`src/rtl/ring_fifo_pkg.sv`:
```
// Shared FIFO sizing helpers: pointer and occupancy widths for ring_fifo and sibling FIFOs.
// Pure compile-time functions and constants; no logic.
package fifo_pkg;

    // Pointer width; at least one bit so a DEPTH of 1 or 2 still gets a real register
    function automatic int ptr_bits(input int depth);
        int w;
        w = $clog2(depth);
        return (w < 1) ? 1 : w;
    endfunction

    // Occupancy must represent 0..depth inclusive
    function automatic int ne_bits(input int depth);
        return $clog2(depth + 1);
    endfunction

    localparam int DEF_DEPTH   = 3;
    localparam int DEF_NE_BITS = ne_bits(DEF_DEPTH);

    typedef logic [DEF_NE_BITS-1:0] def_count_t;

endpackage

```
`src/rtl/ring_fifo_ptr.sv`:
```
// ring_ptr: wrapping pointer 0..DEPTH-1 for non-power-of-two circular buffers.
// Latency: ptr updates one cycle after inc/clear; reset wins over clear, clear over inc.
// Backpressure: none; the caller gates inc with its own accept condition.
module ring_ptr
    import fifo_pkg::*;
#(
    parameter int DEPTH = 3
) (
    input  logic                       clk,
    input  logic                       reset_n,
    input  logic                       clear,
    input  logic                       inc,
    output logic [ptr_bits(DEPTH)-1:0] ptr
);

    localparam int PW = ptr_bits(DEPTH);
    localparam logic [PW-1:0] LAST = PW'(DEPTH - 1);

    always_ff @(posedge clk) begin
        if (!reset_n) begin
            ptr <= '0;
        end else if (clear) begin
            ptr <= '0;
        end else if (inc) begin
            // Explicit wrap so DEPTH need not be a power of two
            ptr <= (ptr == LAST) ? '0 : ptr + 1'b1;
        end
    end

endmodule

```
`src/rtl/ring_fifo.sv`:
```
// ring_fifo: circular-buffer FIFO with thresholds, flush, sticky error flags; RING_FIFO_BYPASS_EN adds empty bypass.
// Latency: push visible on last_entry next cycle (same cycle through bypass when enabled and empty).
// Backpressure: producer watches full; a push while full without a pop is dropped and sets overflow.
module ring_fifo
    import fifo_pkg::*;
#(
    parameter int DEPTH       = 3,
    parameter int BITS        = 8,
    parameter int AFULL_LEVEL = 2
) (
    input  logic                      clk,
    input  logic                      reset_n,
    input  logic                      add,
    input  logic                      remove,
    input  logic                      flush,
    input  logic [BITS-1:0]           new_entry,
    output logic [BITS-1:0]           last_entry,
    output logic                      empty,
    output logic                      full,
    output logic                      almost_full,
    output logic [ne_bits(DEPTH)-1:0] num_entries,
    output logic                      overflow,
    output logic                      underflow
);

    localparam int PW = ptr_bits(DEPTH);
    localparam int NE = ne_bits(DEPTH);

    logic [BITS-1:0] mem [DEPTH];
    logic [PW-1:0]   rd_ptr;
    logic [PW-1:0]   wr_ptr;
    logic            push;
    logic            pop;
    logic            bypass;
    logic            ovf_set;
    logic            unf_set;

    assign empty       = (num_entries == '0);
    assign full        = (num_entries == NE'(DEPTH));
    assign almost_full = (num_entries >= NE'(AFULL_LEVEL));

    // Flush swallows any add/remove presented in the same cycle
    always_comb begin
        bypass = 1'b0;
`ifdef RING_FIFO_BYPASS_EN
        bypass = empty && add && remove && !flush;
`endif
        push    = !flush && add && (!full || remove) && !bypass;
        pop     = !flush && remove && !empty;
        ovf_set = !flush && add && full && !remove;
        unf_set = !flush && remove && empty && !bypass;
    end

    ring_ptr #(.DEPTH(DEPTH)) u_rd_ptr (
        .clk     (clk),
        .reset_n (reset_n),
        .clear   (flush),
        .inc     (pop),
        .ptr     (rd_ptr)
    );

    ring_ptr #(.DEPTH(DEPTH)) u_wr_ptr (
        .clk     (clk),
        .reset_n (reset_n),
        .clear   (flush),
        .inc     (push),
        .ptr     (wr_ptr)
    );

    always_ff @(posedge clk) begin
        if (push) begin
            mem[wr_ptr] <= new_entry;
        end
    end

    always_ff @(posedge clk) begin
        if (!reset_n) begin
            num_entries <= '0;
        end else if (flush) begin
            num_entries <= '0;
        end else begin
            num_entries <= num_entries + NE'(push) - NE'(pop);
        end
    end

    // Sticky flags survive flush; only reset clears them
    always_ff @(posedge clk) begin
        if (!reset_n) begin
            overflow  <= 1'b0;
            underflow <= 1'b0;
        end else begin
            if (ovf_set) overflow  <= 1'b1;
            if (unf_set) underflow <= 1'b1;
        end
    end

`ifdef RING_FIFO_BYPASS_EN
    assign last_entry = empty ? new_entry : mem[rd_ptr];
`else
    assign last_entry = mem[rd_ptr];
`endif

endmodule

```
`config.mk`:
```
export PLATFORM = sky130hd
export DESIGN_NAME = ring_fifo
export DESIGN_NICKNAME = d
export VERILOG_FILES = /design/src/rtl/ring_fifo_pkg.sv /design/src/rtl/ring_fifo_ptr.sv /design/src/rtl/ring_fifo.sv
export SDC_FILE = /design/constraint.sdc
export NUM_CORES = 1
export LEC_CHECK = 0
export ABC_CLOCK_PERIOD_IN_PS = 5500
export BUFFER_PORTS_ARGS = -buffer_cell sky130_fd_sc_hd__buf_2
export CAP_MARGIN = 25
export CORE_UTILIZATION = 55
export CTS_BUF_LIST = sky130_fd_sc_hd__clkbuf_4 sky130_fd_sc_hd__clkbuf_8 sky130_fd_sc_hd__clkbuf_16
export DETAILED_ROUTE_END_ITERATION = 7
export PLACE_DENSITY = 0.84
export RECOVER_POWER = 50
export SETUP_SLACK_MARGIN = 0.3
export SYNTH_ARGS = -nofsm -noshare
export SYNTH_HDL_FRONTEND = slang
export SYNTH_HIERARCHICAL = 1
export SYNTH_SLANG_ARGS = --single-unit
```
`constraint.sdc`:
```
create_clock -name clk -period 5.5 [get_ports clk]
set_clock_uncertainty 0.1 [all_clocks]
set_input_delay 0 -clock clk [delete_from_list [all_inputs] [get_ports clk]]
set_output_delay 0 -clock clk [all_outputs]
set_load 0.01 [all_outputs]
```
==> results of run 1 <==
[cell families (layout without fill, tap and decap cells)]
kind of cell | count (synthesis) | in the layout | share of synthesized area [%]
AOI/OAI and AO/OA | 14 | 14 | 6.33
xor gates and xnor gates | 1 | 1 | 1.70
adders and majority gates | 2 | 2 | 1.89
muxes | 8 | 8 | 6.04
DFF | 32 | 32 | 66.5
and+or+nand+nor | 32 | 32 | 15.6
buffers and inverters | 5 | 50 | 1.98
[state kept, by name, summed over array words and instances (netlist names)]
register / count
mem: 24
num_entries: 2
overflow: 1
u_rd_ptr/ptr: 2
u_wr_ptr/ptr: 2
underflow: 1
[synthesized netlist by cell type, types with 2 or more instances]
library cell / count / area, um2
edfxtp_1: 24 / 721
dfxtp_1: 8 / 160
mux2i_1: 8 / 80.1
nand2_1: 8 / 30.0
o21ai_0: 8 / 40.0
nand2b_1: 7 / 43.8
and3b_1: 3 / 26.3
nor4b_1: 3 / 26.3
a21oi_1: 2 / 10.0
a21oi_2: 2 / 17.5
buf_2: 2 / 10.0
ha_1: 2 / 25.0
nand3b_1: 2 / 15.0
nor2_1: 2 / 7.51
or3b_1: 2 / 17.5
[power by group]
part	internal, mW	leakage (nW)	switching [mW]	total [mW]
sequential	0.264	0.284	0.00245	0.266
combinational	0.0170	0.256	0.0155	0.0325
clock	0.0947	0.0412	0.0818	0.177
total	0.376	0.581	0.0998	0.475
[how the worst max path moves through the flow]
| stage | start | to | slack, ns | cells after the start |
|---|---|---|---|---|
| finish | num_entries[1] | num_entries[1] | 2.90 | 8 |
| global route | num_entries[1] | num_entries[1] | 2.78 | 8 |
| CTS | num_entries[1] | num_entries[1] | 2.89 | 8 |
| detailed placement | num_entries[1] | mem[0][6] | 3.41 | 3 |
| global placement | num_entries[0] | mem[0][1] | 3.51 | 3 |
| floorplan | num_entries[0] | mem[1][0] | 3.34 | 3 |
[layout make-up]
| class | count | area, um2 | area share [%] |
|---|---|---|---|
| sequential | 32 | 881 | 52.3 |
| multi-input combinational | 57 | 430 | 25.6 |
| timing repair buffer | 41 | 254 | 15.1 |
| clock inverter | 3 | 42.5 | 2.53 |
| clock buffer | 5 | 37.5 | 2.23 |
| tap | 28 | 35.0 | 2.08 |
| inverter | 1 | 3.75 | 0.223 |
[critical path, cell delays in order, from the launching register on]
cell and delay [ns]:
dfxtp_1 0.44, nor2_1 0.09, nor3b_1 0.42, ha_1 0.32, inv_1 0.07, ha_1 0.17, xnor3_1 0.24, nor3b_2 0.15
dlygate4sd3_1 0.55
[metal layers]
metal	wire, um	vias to the layer above	track usage (%)
li1	-	434	-
met1	1030	418	27.6
met2	1200	45	31.6
met3	169	6	12.2
met4	53	0	13.9
met5	0	-	0
[per-stage QoR]
stage	hold slack (ns)	setup WS [ns]	cell area [um2]	utilization [%]
2_1_floorplan	-0.0305	3.34	1330	-
3_3_place_gp	0.106	3.51	1490	66.8
3_5_place_dp	0.109	3.41	1490	66.8
4_1_cts	0.0686	2.89	1700	76.2
5_1_grt	0.107	2.78	1680	75.4
6_report	0.112	2.90	1680	75.4
[cell usage in the layout, fill, tap and decap left out, types with 2 or more instances in the layout]
cell type and count:
a21oi_2 2, nor4b_2 2, mux2i_1 8, dlygate4sd3_1 13
buf_2 12, nand2b_1 7, nor2_1 2, o21ai_0 8
clkbuf_1 15, edfxtp_1 24, nand2_1 8, nand3b_1 2
or3b_1 2, ha_1 2, a21oi_1 2, clkbuf_4 5
dfxtp_1 8, and3b_1 3
[what timing repair did]
item,4_1_cts,5_1_grt
buffers inserted,0,0
hold buffers,13,0
hold endpoints to repair,32,0
==> summary.md, run 1 <==
| Metric | Value |
|---|---|
| Cell Pwr Density | `between 200 and 300 mW/mm2` |
| Slew @ Worst Pin | `approximately 1.0 ns` |
| Yosys Warn Count | `6` |
| Largest net degree at the start of global routing | `20` |
| Worst Hold Path Cells | `4` |
| Setup TNS | `0 ns` |
| CTS Sinks | `32` |
| DP HPWL | `1480 um` |
| Hold EP | `u_rd_ptr/ptr[1]` |
| Final min period | `2.60 ns` |
| CTS max path bufs | `2` |
| Die width | `just over 50 um` |
| Setup violators final | `0` |
| Ant. Diodes | `0` |
| Fmax | `385 MHz` |
| Gpl congestion | `0.770` |
| CTS tree | `done` |
| First-pass iteration count of the detailed router | `4` |
| Status | `finished, final reports clean` |
| First-pass GRT wire length | `3790 um` |
| Tcrit/Tclk final | `between 40 and 50%` |
| Synth Flop Type | `edfxtp_1` |
| # DRC | `0` |
| Async SR Flop Fraction | `0%` |
| Routed wire length | `2450 um` |
| Maximum vdd drop | `0.230 mV` |
| Starting Density | `between 50% and 60%` |
| Num CTS Buffers | `5` |
| Reg-to-reg startpoint | `num_entries[1]` |
| Post-route ant nets | `0` |
| Seq/Total Area, Yosys | `about two thirds` |
| Area Growth Syn to Fin | `27.1%` |
| Max-slew headroom | `between 30% and 40%` |
| Total gr overflow | `0` |
| Power Total | `475 uW` |
| Arr. time, crit path | `around 2.8 ns` |
| Worst setup SP type | `flop` |
| RSZ-0062 raised after global routing | `no` |
| Min-delay src | `remove` |
| Die Ht | `51.1 um` |
| Post-CTS resize count | `0` |
| Clock root cell | `clkbuf_4` |
| Req. time, crit path | `about 5.7 ns` |
| Max-Cap Viols | `0` |
| FF+latch count, synth | `32` |
| Final Max Slew Viols | `0` |
| Reg2Reg Depth | `8` |
| Initial antenna violation count | `0` |
| Skew-Pair Late Insertion Delay | `0.33 ns` |
| H-Tree Depth | `2` |
| NumNets Final | `153` |
| Crit. End Element | `flop` |
| Drt initial violations | `21` |
| Die footprint | `0.00261 mm2` |
| Mapped Area | `0.00133 mm2` |
| Post-Layout Cell Count | `167` |
| Share of cells above drive strength 1 | `roughly a fifth` |
| Via density | `around 5.4` |
| Syn_nets | `109` |
| Crit Path Class | `flop to flop` |
| Port Buf Inserts | `27` |
| Fill count | `roughly 160` |
| Crit Path Max Fanout | `7` |
| Syn Inst Count | `94` |
| Cell variety after synth | `26` |
| R2R setup slack | `between 2 and 3 ns` |
| R2r endpoint | `num_entries[1]` |
| Hold crit path type | `primary input to flop` |
| LEAKAGE | `between 0.5 and 0.6 nW` |
| Routed vias | `903` |
| Vias in the first global route | `a little under 800` |
| CORE AREA | `0.00223 mm2` |
| EDFF count, synth | `24` |
| Endpoints failing hold | `0` |
| Reg clk slew, reported paths | `0.10 ns` |
| DP Cell Count | `146` |
| GRT Total Usage | `22.8%` |
| I/O Pins | `28` |
| Rows | `17` |
| Routed len/inst | `14.7 um` |
| Syn Area/Cell | `around 14 um2` |
Note: power is estimated with default switching activity, not from simulation.
==> run 2: changes to the inputs <==
Settings changed: ABC_CLOCK_PERIOD_IN_PS 5500 to 2200, CORE_UTILIZATION 55 to 47, PLACE_DENSITY 0.84 to 0.77.
Clock period 5.5 ns to 2.2 ns, I/O delays scaled along.
==> run 2 against run 1 <==
  * Hold slack lost 0.081 ns
  * Total power up 130%
  * Wire length increased by 0.24%
  * Clock-buffer cell count increased by 3
  * Critical path depth unchanged
  * Non-clock buffer count increased by 6
  * Clock power increased by 92%
  * Core utilization is 8.3 points lower
==> summary.md, run 2 (same netlist as run 1, synthesis figures left out) <==
| Metric | Value |
|---|---|
| Status | `finished, final reports clean` |
| Crit Path Class | `flop to flop` |
| DP Cell Count | `150 (+2.7%)` |
| Comb power frac | `7.8% (+1.0 points)` |
| Final min period | `1.87 ns (-0.729 ns)` |
| Crit. End Element | `flop` |
| Area Growth Syn to Fin | `29.9%` |
| Met2 usage | `34.7% (+3.2 points)` |
| NumNets Final | `159 (+3.9%)` |
| Biggest register | `mem` |
| Cell Pwr Density | `632 mW/mm2 (+120%)` |
| Starting Density | `51.6% (-7.7 points)` |
| P_int | `868 uW (+130%)` |
| CP max stage delay | `0.40 ns (-0.15 ns)` |
| First-pass iteration count of the detailed router | `4 (unchanged)` |
| H-Tree Depth | `2 (unchanged)` |
| Critical path's slowest cell | `dfxtp_1` |
| Setup crit start | `num_entries[0]` |
| Switching power | `221 uW (+120%)` |
| Die footprint | `0.00304 mm2 (+16%)` |
| Maximum vdd drop | `0.464 mV (+100%)` |
| Reg-to-reg startpoint | `num_entries[0]` |
| Hold crit path type | `primary input to flop` |
| Drt initial violations | `30 (+43%)` |
| Die width | `55.1 um (+7.9%)` |
| Clock group share of total power | `31.1% (-6.0 points)` |
| Port Buf Inserts | `27 (unchanged)` |
| First-pass GRT wire length | `3710 um (-2.0%)` |
| Initial antenna violation count | `0 (unchanged)` |
| Total gr overflow | `0 (unchanged)` |
| Worst setup endpoint | `num_entries[1]` |
| R2R setup slack | `0.33 ns (-2.57 ns)` |
| Net Sw Frac | `20.3% (-0.71 points)` |
| GR Util met1 | `19.0% (-8.6 points)` |
| Delay-heaviest family, CP | `simple AND/OR/NAND/NOR gates` |
| DP HPWL | `1610 um (+8.8%)` |
| Levels on crit path | `8 (unchanged)` |
| Crit path cell chain | `buf_4 -> nor2_1 -> nor3b_2 -> ha_4 -> inv_1 -> ha_1 -> xnor3_1 -> nor3b_2` |
| Endpoints failing hold | `0 (unchanged)` |
| Max-Cap Viols | `0 (unchanged)` |
| Reg clk slew, reported paths | `0.08 ns (-0.02 ns)` |
| Arr. time, crit path | `2.02 ns (-0.76 ns)` |
| Cell mode on critical path | `nor3b_2` |
| WP buf/inv | `2 (unchanged)` |
| Max-slew headroom | `61.4% (+30 points)` |
| Routed wire length | `2460 um (+0.24%)` |
| Power Total | `1.09 mW (+130%)` |
| Max FFs per register | `24 (unchanged)` |
| Met3 usage | `8.20% (-4.0 points)` |
| Clock root cell | `clkbuf_4` |
| Commonest cells after routing, fill and taps aside | `edfxtp_1, clkbuf_1, buf_2` |
| CTS max path bufs | `2 (unchanged)` |
| Skew-Pair Late Insertion Delay | `0.32 ns (about the same)` |
| RSZ-0062 raised after global routing | `no` |
| Worst Hold Path Cells | `3 (-1)` |
| Crit Path Max Fanout | `5 (-2)` |
| CORE AREA | `0.00257 mm2 (+15%)` |
| Routed len/inst | `14.0 um (-4.3%)` |
| Reg2Reg Depth | `8 (unchanged)` |
| Worst setup SP type | `flop` |
| LEAKAGE | `0.610 nW (+5.0%)` |
| Busiest grt layer | `met2` |
| Gpl congestion | `0.792 (+2.8%)` |
| R2r endpoint | `num_entries[1]` |
| Fmax | `534 MHz (+39%)` |
| Largest net degree at the start of global routing | `20 (unchanged)` |
| Post-Layout Cell Count | `175 (+4.8%)` |
| Tcrit/Tclk final | `85.0% (+38 points)` |
| CTS tree | `done` |
| Most common cell after layout, fill and taps aside | `edfxtp_1` |
| Slew @ Worst Pin | `0.578 ns (-0.438 ns)` |
| CTS Sinks | `32 (unchanged)` |
| Share of cells above drive strength 1 | `26.2% (+6.1 points)` |
| Vias in the first global route | `843 (+7.5%)` |
| Post-route ant nets | `0 (unchanged)` |
| WHS | `0.0305 ns (-0.0811 ns)` |
| Via density | `5.26 (-2.7%)` |
| Routed vias | `921 (+2.0%)` |
| Num CTS Buffers | `5 (unchanged)` |
| Final Max Slew Viols | `0 (unchanged)` |
| Setup TNS | `0 ns (unchanged)` |
| Req. time, crit path | `2.35 ns (-3.33 ns)` |
| Reg power frac | `61.1% (+5.1 points)` |
| # DRC | `0 (unchanged)` |
| GRT Total Usage | `19.1% (-3.6 points)` |
| Rows | `18 (+1)` |
| Die Ht | `55.1 um (+7.9%)` |
| Setup violators final | `0 (unchanged)` |
| I/O Pins | `28 (unchanged)` |
| Ant. Diodes | `0 (unchanged)` |
==> run 2: cell types whose count changed in the layout (fill, tap and decap cells not counted), sizes merged <==
cell,change
clkinv,-1
dlygate4sd3,-2
clkbuf,+3
bufinv,-1
clkinvlp,-1
buf,+8
==> run 2: layer usage <==
metal	wire (um)	part of all wire, %
met5	0	0
met4	37	1.5
met3	107	4.4
met2	1310	53
met1	1000	41
==> run 2: power by group through the flow <==
stage | Combinational (mW) | Clock [mW] | Sequential [mW]
global route | 0.0940 | 0.377 | 0.666
detailed placement | 0.0666 | 0 | 0.680
CTS | 0.0834 | 0.355 | 0.665
finish | 0.0846 | 0.339 | 0.665
floorplan | 0.0315 | 0 | 0.679
global placement | 0.0633 | 0 | 0.679
==> run 2: per-stage QoR <==
stage               util [%]  setup WS, ns  instance area, um2
finish                  67.1         0.329                1720
global route            67.1         0.253                1720
detailed placement      58.9         0.247                1510
CTS                     66.8         0.300                1710
global placement        58.9         0.321                1510
floorplan                  -        0.0740                1330
==> run 2: worst register-to-register path, stage by stage (launching register included) <==
cell,delay (ns)
dfxtp_1,0.40
buf_4,0.14
nor2_1,0.06
nor3b_2,0.29
ha_4,0.24
inv_1,0.05
ha_1,0.14
xnor3_1,0.23
nor3b_2,0.17
==> run 2: worst min path at each step <==
stage | endpoint | startpoint
floorplan | num_entries[1] | flush
global placement | mem[1][2] | new_entry[2]
detailed placement | mem[1][2] | new_entry[2]
CTS | underflow | remove
global route | underflow | remove
finish | underflow | remove
==> run 2: what timing repair did <==
item / in CTS / in global routing
resized for setup: 3 / 3
gates cloned: 0 / 0
hold buffers: 11 / 0
pin swaps: 1 / 3
hold endpoints to repair: 32 / 0
endpoints found under the setup margin: 1 / 1
setup buffers: 3 / 3
==> run 2: area by class of cell <==
type / count / area (um2)
clock buffers: 8 / 60.1
fillers: 208 / 846
inverters: 1 / 3.75
multi-input cells: 57 / 450
flip-flops and latches: 32 / 881
well taps: 30 / 37.5
repair buffers: 47 / 289
==> run 3: changes to the inputs <==
Settings changed: CELL_PAD_IN_SITES_DETAIL_PLACEMENT set to 1, CELL_PAD_IN_SITES_GLOBAL_PLACEMENT set to 1, CORE_UTILIZATION 47 to 38.
==> run 3 against run 2 <==
  * Design area up 1.7%
  * Combinational power up 7.4%
  * Non-clock buffer count up 2
  * Total power down 2.3%
  * Hold slack better by 0.043 ns
  * Setup slack worse by 0.029 ns
==> summary.md, run 3 (same netlist as run 1, synthesis figures left out) <==
| Metric | Value |
|---|---|
| Most common cell after layout, fill and taps aside | `edfxtp_1` |
| Reg clk slew, reported paths | `0.09 ns (about the same)` |
| Setup ws final | `0.300 ns (-0.0292 ns)` |
| Reg-to-reg startpoint | `num_entries[0]` |
| Min-delay src | `flush` |
| Delay-heaviest family, CP | `buffers and inverters` |
| Setup crit start | `num_entries[0]` |
| Final Max Slew Viols | `0 (unchanged)` |
| Final min period | `1.90 ns (+0.0292 ns)` |
| Maximum vdd drop | `0.309 mV (-33%)` |
| Cell mode on critical path | `clkbuf_1` |
| Arr. time, crit path | `1.77 ns (-0.25 ns)` |
| Post-Layout Cell Count | `193 (+10%)` |
| CP max stage delay | `0.42 ns (+0.02 ns)` |
| Crit Path Max Fanout | `8 (+3)` |
| Starting Density | `39.7% (-12 points)` |
| Worst setup SP type | `flop` |
| CTS Sinks | `32 (unchanged)` |
| Total gr overflow | `0 (unchanged)` |
| Drt initial violations | `31 (+3.3%)` |
| Routed vias | `927 (+0.65%)` |
| Critical path's slowest cell | `clkbuf_1` |
| Place WS | `0.239 ns (-0.00810 ns)` |
| Req. time, crit path | `2.07 ns (-0.28 ns)` |
| I/O Pins | `28 (unchanged)` |
| First-pass iteration count of the detailed router | `4 (unchanged)` |
| DP Cell Count | `167 (+11%)` |
| Register area | `881 um2 (unchanged)` |
| Endpoints failing hold | `0 (unchanged)` |
| H-Tree Depth | `2 (unchanged)` |
| Skew-Pair Late Insertion Delay | `0.32 ns (about the same)` |
| Setup violators final | `0 (unchanged)` |
| Post-route ant nets | `0 (unchanged)` |
| CTS tree | `done` |
| Crit Path Class | `flop to flop` |
| Crit path cell chain | `and3b_2 -> clkbuf_1 -> nor4b_2 -> clkbuf_1` |
| Slew @ Worst Pin | `0.614 ns (+0.0362 ns)` |
| Power Total | `1.06 mW (-2.3%)` |
| Vias in the first global route | `936 (+11%)` |
| WP buf/inv | `2 (unchanged)` |
| DP HPWL | `1830 um (+14%)` |
| CTS max path bufs | `2 (unchanged)` |
| Clock root cell | `clkbuf_4` |
| Setup TNS | `0 ns (unchanged)` |
| Crit. End Element | `flop` |
| Status | `finished, final reports clean` |
| Area Growth Syn to Fin | `32.2%` |
| First-pass GRT wire length | `4370 um (+18%)` |
| Max-slew headroom | `59.0% (-2.4 points)` |
| NumNets Final | `161 (+1.3%)` |
| Gpl congestion | `0.718 (-9.3%)` |
| Initial antenna violation count | `0 (unchanged)` |
| CORE AREA | `0.00334 mm2 (+30%)` |
| Share of cells above drive strength 1 | `28.6% (+2.4 points)` |
| GRT Total Usage | `17.0% (-2.2 points)` |
| Port Buf Inserts | `27 (unchanged)` |
| Die width | `61.1 um (+11%)` |
| Commonest cells after routing, fill and taps aside | `edfxtp_1, buf_2, clkbuf_1` |
| Max-Cap Viols | `0 (unchanged)` |
| LEAKAGE | `0.612 nW (+0.35%)` |
| Routed len/inst | `14.9 um (+6.3%)` |
| RSZ-0062 raised after global routing | `no` |
| Multi-input combinational cell area | `457 um2 (+1.4%)` |
| Die footprint | `0.00373 mm2 (+23%)` |
| # DRC | `0 (unchanged)` |
| Num CTS Buffers | `5 (unchanged)` |
| Largest net degree at the start of global routing | `20 (unchanged)` |
| Hold crit path type | `primary input to flop` |
| Biggest register | `mem` |
| Tcrit/Tclk final | `86.4% (+1.3 points)` |
| Max FFs per register | `24 (unchanged)` |
| Via density | `4.80 (-8.7%)` |
| Ant. Diodes | `0 (unchanged)` |
| Cell Pwr Density | `607 mW/mm2 (-4.0%)` |
| Die Ht | `61.1 um (+11%)` |
| Fill count | `367 (+76%)` |
| Routed wire length | `2880 um (+17%)` |
| Fmax | `526 MHz (-1.5%)` |
| Fin util | `52.5% (-15 points)` |
| Rows | `21 (+3)` |
[run 3: where the power goes]
group / leakage (nW) / switching (mW) / total, mW / internal (mW)
Combinational: 0.296 / 0.0436 / 0.0909 / 0.0472
Clock: 0.0324 / 0.190 / 0.307 / 0.117
Sequential: 0.284 / 0.00579 / 0.666 / 0.660
[run 3: cell type report]
type                       count  share of cell area [%]
clock buffer                   5                    2.14
sequential                    32                    50.3
tap                           46                    3.29
clock inverter                 3                   0.786
inverter                       1                   0.214
timing repair buffer          49                    17.2
multi-input combinational     57                    26.1
[run 3: final timing paths]
check | slack (ns) | cells past startpoint | end
max | 0.30 | 4 | mem[1][6]
min | 0.07 | 3 | overflow
max reg2reg | 0.30 | 4 | mem[1][6]
min reg2reg | 0.43 | 1 | overflow
[run 3: per-layer routing]
layer / vias to the layer above / part of all wire [%] / track usage [%]
met5: - / 0 / 0
met4: 0 / 1.1 / 5.52
met3: 4 / 2.4 / 6.09
met2: 14 / 55 / 28.9
met1: 455 / 41 / 20.0
li1: 454 / - / -
[run 3: per-stage QoR]
stage	instance area (um2)	hold slack, ns
2_1_floorplan	1330	-0.0379
3_3_place_gp	1540	0.0982
3_5_place_dp	1540	0.105
4_1_cts	1760	0.0777
5_1_grt	1750	0.0695
6_report	1750	0.0736
[run 3: worst register-to-register path, stage by stage, from the launching register on]
cell      delay [ns]
dfxtp_1         0.35
and3b_2         0.24
clkbuf_1        0.17
nor4b_2         0.27
clkbuf_1        0.42
[run 3: repair_timing]
item / in CTS / in global routing
setup buffers: 3 / 3
hold buffers: 12 / 0
gates cloned: 0 / 0
hold endpoints to repair: 32 / 0
setup endpoints to repair: 1 / 1
resized for setup: 5 / 4
pin swaps: 3 / 5
